[src/rtl/reset_sequencer_pkg.sv]
// Shared types and defaults for the reset sequencer: state encoding,
// default timing and the counter-width helper.
package reset_sequencer_pkg;

    typedef enum logic [1:0] {
        ST_ASSERT = 2'd0,
        ST_PERIPH = 2'd1,
        ST_RUN    = 2'd2
    } seq_state_e;

    localparam int DEF_HOLD_CYCLES = 16;
    localparam int DEF_CPU_DELAY   = 8;

    function automatic int cntWidth(input int holdCycles, input int cpuDelay);
        int maxCycles;
        maxCycles = (holdCycles > cpuDelay) ? holdCycles : cpuDelay;
        return $clog2(maxCycles) + 1;
    endfunction

endpackage

[src/rtl/reset_sequencer_if.sv]
// Qualifier inputs and reset outputs of the reset sequencer.
// The sequencer uses the slave modport; the top level drives the master side.
interface reset_sequencer_if;
    import reset_sequencer_pkg::*;

    logic       pll_lock;
    logic       soft_req;
    logic       periph_rst;
    logic       cpu_resb;
    logic       seq_done;
    seq_state_e seq_state;

    modport master (
        output pll_lock, soft_req,
        input  periph_rst, cpu_resb, seq_done, seq_state
    );

    modport slave (
        input  pll_lock, soft_req,
        output periph_rst, cpu_resb, seq_done, seq_state
    );

endinterface

[src/rtl/seq_counter.sv]
// Qualified-cycle counter shared by the timed states. hit_o is registered and
// reports that the count loaded on the last edge equals the terminal value.
module seq_counter #(
    parameter int CNT_W = 5
) (
    input  logic             clk,
    input  logic             reset,
    input  logic             clr_i,
    input  logic             en_i,
    input  logic [CNT_W-1:0] tc_i,
    output logic             hit_o
);

    logic [CNT_W-1:0] cnt_q, cnt_d;
    logic             hit_q, hit_d;

    always_comb begin
        cnt_d = cnt_q;
        if (clr_i) begin
            cnt_d = '0;
        end else if (en_i) begin
            cnt_d = cnt_q + CNT_W'(1);
        end
        hit_d = (cnt_d == tc_i);
    end

    // tc_i already reflects the state being entered, so the flag lines up with it
    always_ff @(posedge clk) begin
        if (reset) begin
            cnt_q <= '0;
            hit_q <= (tc_i == '0);
        end else begin
            cnt_q <= cnt_d;
            hit_q <= hit_d;
        end
    end

    assign hit_o = hit_q;

endmodule

[src/rtl/reset_sequencer.sv]
// Turns the synchronized reset into an ordered release: peripherals first,
// then the 65C02 RESB after CPU_DELAY cycles; PLL loss or soft request re-sequences.
module reset_sequencer
    import reset_sequencer_pkg::*;
#(
    parameter int HOLD_CYCLES = DEF_HOLD_CYCLES,
    parameter int CPU_DELAY   = DEF_CPU_DELAY,
    parameter int CNT_W       = cntWidth(HOLD_CYCLES, CPU_DELAY)
) (
    input logic              clk,
    input logic              reset,
    reset_sequencer_if.slave bus
);

    localparam logic [CNT_W-1:0] HOLD_TC = CNT_W'(HOLD_CYCLES - 1);
    localparam logic [CNT_W-1:0] CPU_TC  = CNT_W'(CPU_DELAY - 1);

    seq_state_e       state_q, state_d;
    logic             qualified;
    logic             cntClr, cntEn, cntHit;
    logic [CNT_W-1:0] cntTc;
    logic             periph_rst_q, cpu_resb_q, seq_done_q;

    assign qualified = bus.pll_lock && !bus.soft_req;

    always_comb begin
        state_d = state_q;
        cntClr  = 1'b1;
        cntEn   = 1'b0;
        unique case (state_q)
            ST_ASSERT: begin
                if (qualified) begin
                    if (cntHit) begin
                        state_d = ST_PERIPH;
                    end else begin
                        cntClr = 1'b0;
                        cntEn  = 1'b1;
                    end
                end
            end
            ST_PERIPH: begin
                if (!qualified) begin
                    state_d = ST_ASSERT;
                end else if (cntHit) begin
                    state_d = ST_RUN;
                end else begin
                    cntClr = 1'b0;
                    cntEn  = 1'b1;
                end
            end
            ST_RUN: begin
                if (!qualified) begin
                    state_d = ST_ASSERT;
                end
            end
            default: state_d = ST_ASSERT;
        endcase
        // Terminal value follows the state being entered so the counter's hit flag is valid there
        cntTc = (!reset && state_d == ST_PERIPH) ? CPU_TC : HOLD_TC;
    end

    always_ff @(posedge clk) begin
        if (reset) begin
            state_q      <= ST_ASSERT;
            periph_rst_q <= 1'b1;
            cpu_resb_q   <= 1'b0;
            seq_done_q   <= 1'b0;
        end else begin
            state_q      <= state_d;
            periph_rst_q <= (state_d == ST_ASSERT);
            cpu_resb_q   <= (state_d == ST_RUN);
            seq_done_q   <= (state_d == ST_RUN);
        end
    end

    seq_counter #(
        .CNT_W(CNT_W)
    ) u_counter (
        .clk  (clk),
        .reset(reset),
        .clr_i(cntClr),
        .en_i (cntEn),
        .tc_i (cntTc),
        .hit_o(cntHit)
    );

    assign bus.periph_rst = periph_rst_q;
    assign bus.cpu_resb   = cpu_resb_q;
    assign bus.seq_done   = seq_done_q;
    assign bus.seq_state  = state_q;

endmodule

[src/flat_wrapper.sv]
// flat-port wrapper written by rule: the top's interface ports become plain ports
module reset_sequencer_flat import reset_sequencer_pkg::*;
#(
    parameter int HOLD_CYCLES = DEF_HOLD_CYCLES,
    parameter int CPU_DELAY   = DEF_CPU_DELAY,
    parameter int CNT_W       = cntWidth(HOLD_CYCLES, CPU_DELAY)
)
  (clk, reset, bus_pll_lock, bus_soft_req, bus_periph_rst, bus_cpu_resb, bus_seq_done, bus_seq_state);
  reset_sequencer_if bus_i ();
  input logic clk;
  input logic reset;
  input wire logic [$bits(bus_i.pll_lock)-1:0] bus_pll_lock;
  input wire logic [$bits(bus_i.soft_req)-1:0] bus_soft_req;
  output wire logic [$bits(bus_i.periph_rst)-1:0] bus_periph_rst;
  output wire logic [$bits(bus_i.cpu_resb)-1:0] bus_cpu_resb;
  output wire logic [$bits(bus_i.seq_done)-1:0] bus_seq_done;
  output wire logic [$bits(bus_i.seq_state)-1:0] bus_seq_state;
  assign bus_i.pll_lock = bus_pll_lock;
  assign bus_i.soft_req = bus_soft_req;
  assign bus_periph_rst = bus_i.periph_rst;
  assign bus_cpu_resb = bus_i.cpu_resb;
  assign bus_seq_done = bus_i.seq_done;
  assign bus_seq_state = bus_i.seq_state;
  reset_sequencer #(.HOLD_CYCLES(HOLD_CYCLES), .CPU_DELAY(CPU_DELAY), .CNT_W(CNT_W)) u_core (.clk(clk), .reset(reset), .bus(bus_i));
endmodule
[config.mk]
export PLATFORM = sky130hd
export DESIGN_NAME = reset_sequencer_flat
export DESIGN_NICKNAME = d
export VERILOG_FILES = /design/src/rtl/reset_sequencer_pkg.sv /design/src/rtl/reset_sequencer_if.sv /design/src/rtl/seq_counter.sv /design/src/rtl/reset_sequencer.sv /design/src/flat_wrapper.sv
export SDC_FILE = /design/constraint.sdc
export NUM_CORES = 1
export LEC_CHECK = 0
export CAP_MARGIN = 15
export CORE_MARGIN = 1.5
export CORE_UTILIZATION = 40
export CTS_BUF_LIST = sky130_fd_sc_hd__clkbuf_4
export CTS_CLUSTER_SIZE = 24
export DETAILED_ROUTE_END_ITERATION = 8
export GPL_TIMING_DRIVEN = 0
export PLACE_DENSITY = 0.65
export RECOVER_POWER = 25
export SLEW_MARGIN = 10
export SYNTH_ARGS = -nofsm -noshare
export SYNTH_HDL_FRONTEND = slang
export SYNTH_HIERARCHICAL = 1
export SYNTH_SLANG_ARGS = --single-unit
[constraint.sdc]
create_clock -name clk -period 5.7 [get_ports clk]
set_input_delay 0.57 -clock clk [delete_from_list [all_inputs] [get_ports clk]]
set_output_delay 0.57 -clock clk [all_outputs]
set_load 0.005 [all_outputs]
==> flow_summary.toml, run 1 <==
[run_status]
status = "finished clean"

[clock_tree]
path_clk_slew_ns = 0.07
cts_tree = "built"
post_cts_buffers = 0
cts_root_buffer = "clkbuf_4"
htreeDepth = 1
hold_buffers = 0
clk_latency_ns = 0.26
post_cts_resized = 0
clockBufferDepth = 2
cts_buffers = 3
cts.sinks = 10

[sta]
period_minus_slack_ns = 2.86
rsz0062_at_grt = "no"
skew_ns = 0.0113
fmax_ghz = 0.350
drv_slew = 0
hold_viol_final = 0
tightestPinTransition_ns = 0.649
holdWs_ns = 0.586
finalCritPeriodShare_pct = 50.1
setup_viol = 0
tns_ns = 0
max-slew-margin-rel_pct = 56.4

[grt]
track_usage_pct = 13.4
grt_max_degree = 11
grt_overflow_total = 0
grt_pass1_wl_um = 1430
antenna_found_initial = 0
grt_pass1_vias = 357

[critical_path]
crit_fanout = 5
critPathBufInv = 1
reg2reg_slack_ns = 3.45
arrival_ns = 3.06
crit_required_ns = 5.90
cpLargestDelayFamily = "simple AND/OR/NAND/NOR gates"
worst_path_max_delay_cell = "nor3_1"
worstSetupStartpointType = "primary input"
critical_path_class = "in -> reg"
crit_chain = "clkdlybuf4s50_1 > or2b_2 > nor3_1 > nand4_1 > mux2i_1 > xnor2_1 > or4_1 > o21ai_1"
slowest_delay_ns = 0.51
crit_path_end_kind = "register"

[power_and_ir_drop]
p_leak_nw = 0.284
switching_share_pct = 23.1
seqPwrFrac_pct = 53.8
intPower_mw = 0.100
clockPowerShare_pct = 37.7
ir_drop_uv = 82.0
finalPower_mw = 0.130
combPwrFrac_pct = 8.5
power.density_nw_per_um2 = 180
p_switching_mw = 0.0301

[logic_synthesis]
netlist_top_cells_area = "dfxtp_1 35%, nor3_1 6.2%, xnor2_1 6.2%"
yosysWarnings = 6
ys_ff_latch = 10
netlist_instances = 63
yosysUniqueCellTypes = 31
yosysSeqAreaShare_pct = 35.5
syn_avg_cell_area_um2 = 8.96
synth_largest_area_cell = "dfxtp_1"
synth_top_area_share_pct = 35.5
synth_area_um2 = 564

[finish]
num-nets-final = 91
finish.utilization_pct = 55.7
layout-drive-gt1-share_pct = 11.8
final_area_um2 = 724
area_delta_synth_final_pct = 28.4
n_antenna_cell = 0

[run]
cap_viol_max_count = 0

[floorplan]
fp.dieW_um = 40.6
initial_utilization_pct = 43.4
core_area_um2 = 1300
die-area_um2 = 1650
rows = 13
ios = 9
dieHeight_um = 40.6

[placement]
dpl-instance-area_um2 = 701
numPortBuffers = 8
place_congestion = 0.725
hpwl_um = 742

[route]
wl_per_cell_um = 9.87
ant_nets = 0
via_count = 470
drt_iter0_markers = 8
wirelength_um = 987
dr.pass1.iters = 4
drc = 0
avgViaCountPerCell = 4.70

[hold_path]
hp-class = "reg -> reg"
[layout make-up]
| type | instances | area [µm²] |
|---|---|---|
| timing repair buffer | 8 | 80.1 |
| tap | 15 | 18.8 |
| sequential | 10 | 200 |
| fill | 125 | 577 |
| clock buffer | 3 | 22.5 |
| multi-input combinational | 61 | 387 |
| buffer | 2 | 12.5 |
| clock inverter | 1 | 3.75 |
[tightest hold or removal path: stages, from the launching register on]
cell      delay [ns]
dfxtp_1         0.36
nand3b_1        0.12
a21oi_1         0.06
[cell usage after synthesis]
master / count
or3_1: 2
nor2b_1: 1
or4b_1: 1
conb_1: 2
nor2_1: 6
mux2i_1: 2
o21ai_1: 1
a21oi_1: 3
nand2_1: 3
xor2_1: 3
nand4_1: 1
dfxtp_1: 10
buf_4: 1
a211oi_1: 1
nand2b_1: 1
nor4b_1: 1
xnor2_1: 4
ha_1: 1
and2b_2: 1
or2b_2: 1
nor3_1: 7
nand3_1: 1
nand3b_1: 1
or3b_4: 1
nand4_2: 1
a211o_2: 1
or4bb_1: 1
buf_2: 1
or4_1: 1
mux2i_2: 1
a21boi_0: 1
[registers in the layout (all words and copies together), names as in the netlist]
| signal | flops |
|---|---|
| u_core/bus.seq_done | 1 |
| u_core/bus.seq_state | 2 |
| u_core/u_counter/cnt_q | 5 |
| u_core/u_counter/hit_o | 1 |
| u_core/bus.periph_rst | 1 |
[stage by stage]
| step | setup WS (ns) | cells |
|---|---|---|
| 5_1_grt | 2.72 | 100 |
| 4_1_cts | 2.84 | 100 |
| 2_1_floorplan | 3.28 | 73 |
| 3_3_place_gp | 2.58 | 96 |
| 3_5_place_dp | 2.57 | 96 |
| 6_report | 2.84 | 100 |
[path summary, 6_finish.rpt]
check | cells after the start | start | endpoint
min | 2 | u_core/u_counter/hit_o$_DFF_P_ | u_core/bus.seq_done$_SDFF_PP0_
max reg2reg | 6 | u_core/bus.seq_state[1]$_SDFF_PP0_ | u_core/u_counter/hit_o$_DFF_P_
min reg2reg | 2 | u_core/u_counter/hit_o$_DFF_P_ | u_core/bus.seq_done$_SDFF_PP0_
max | 8 | bus_pll_lock | u_core/u_counter/hit_o$_DFF_P_
[cell families after synthesis]
group | count (synthesis) | synth area share, %
muxes | 3 | 5.99
xor gates and xnor gates | 7 | 10.9
adders and majority gates | 1 | 2.22
buffers and inverters | 2 | 2.22
and+or+nand+nor | 31 | 33.9
AOI/OAI and AO/OA | 7 | 7.98
DFF | 10 | 35.5
other | 2 | 1.33
[power groups by stage]
stage | clock network [mW] | registers (mW) | logic [mW]
after floorplan | 0 | 0.0717 | 0.00755
after global placement | 0 | 0.0717 | 0.0113
after detailed placement | 0 | 0.0717 | 0.0113
after CTS | 0.0506 | 0.0701 | 0.0114
after global routing | 0.0547 | 0.0701 | 0.0124
final | 0.0492 | 0.0701 | 0.0110
[cell usage in the layout (no fill, tap or decap)]
master and count:
conb_1 12, dfxtp_1 10, clkdlybuf4s50_1 7, nor3_1 7
nor2_1 6, xnor2_1 4, clkbuf_4 3, a21oi_1 3
xor2_1 3, nand2_1 3, or3_1 2, mux2i_1 2
clkinv_1 1, dlygate4sd3_1 1, or3b_1 1, or2b_2 1
nand3b_1 1, nand2b_1 1, a211o_2 1, buf_4 1
buf_2 1, and2b_2 1, nand4_2 1, mux2i_2 1
nor2b_1 1, nand4_1 1, or4_1 1, or4bb_1 1
nand3_1 1, or4b_1 1, a21boi_0 1, a211oi_1 1
nor4b_1 1, o21ai_1 1, ha_1 1
[per-layer routing]
layer / up-vias / wire length [µm] / global-route usage [%]
li1: 259 / - / -
met1: 204 / 524 / 16.5
met2: 7 / 436 / 19.8
met3: 0 / 26 / 3.33
met4: 0 / 0 / 10.0
met5: - / 0 / 0
Note: power is estimated with default switching activity, not from simulation.
==> run 2, diff against run 1 <==
clock period = 2.8 ns   (was 5.7 ns; I/O delays follow)
==> results of run 2 <==
The final DEF is identical to that of run 1. Status: finished clean.
Main changes from that run: setup slack after placement 2.57 ns -> -0.0446 ns; setup slack after layout 2.84 ns -> 0.232 ns; register-to-register setup slack 3.45 ns -> 0.55 ns; total power 0.130 mW -> 0.265 mW; worst IR drop on VDD 82.0 µV -> 167 µV
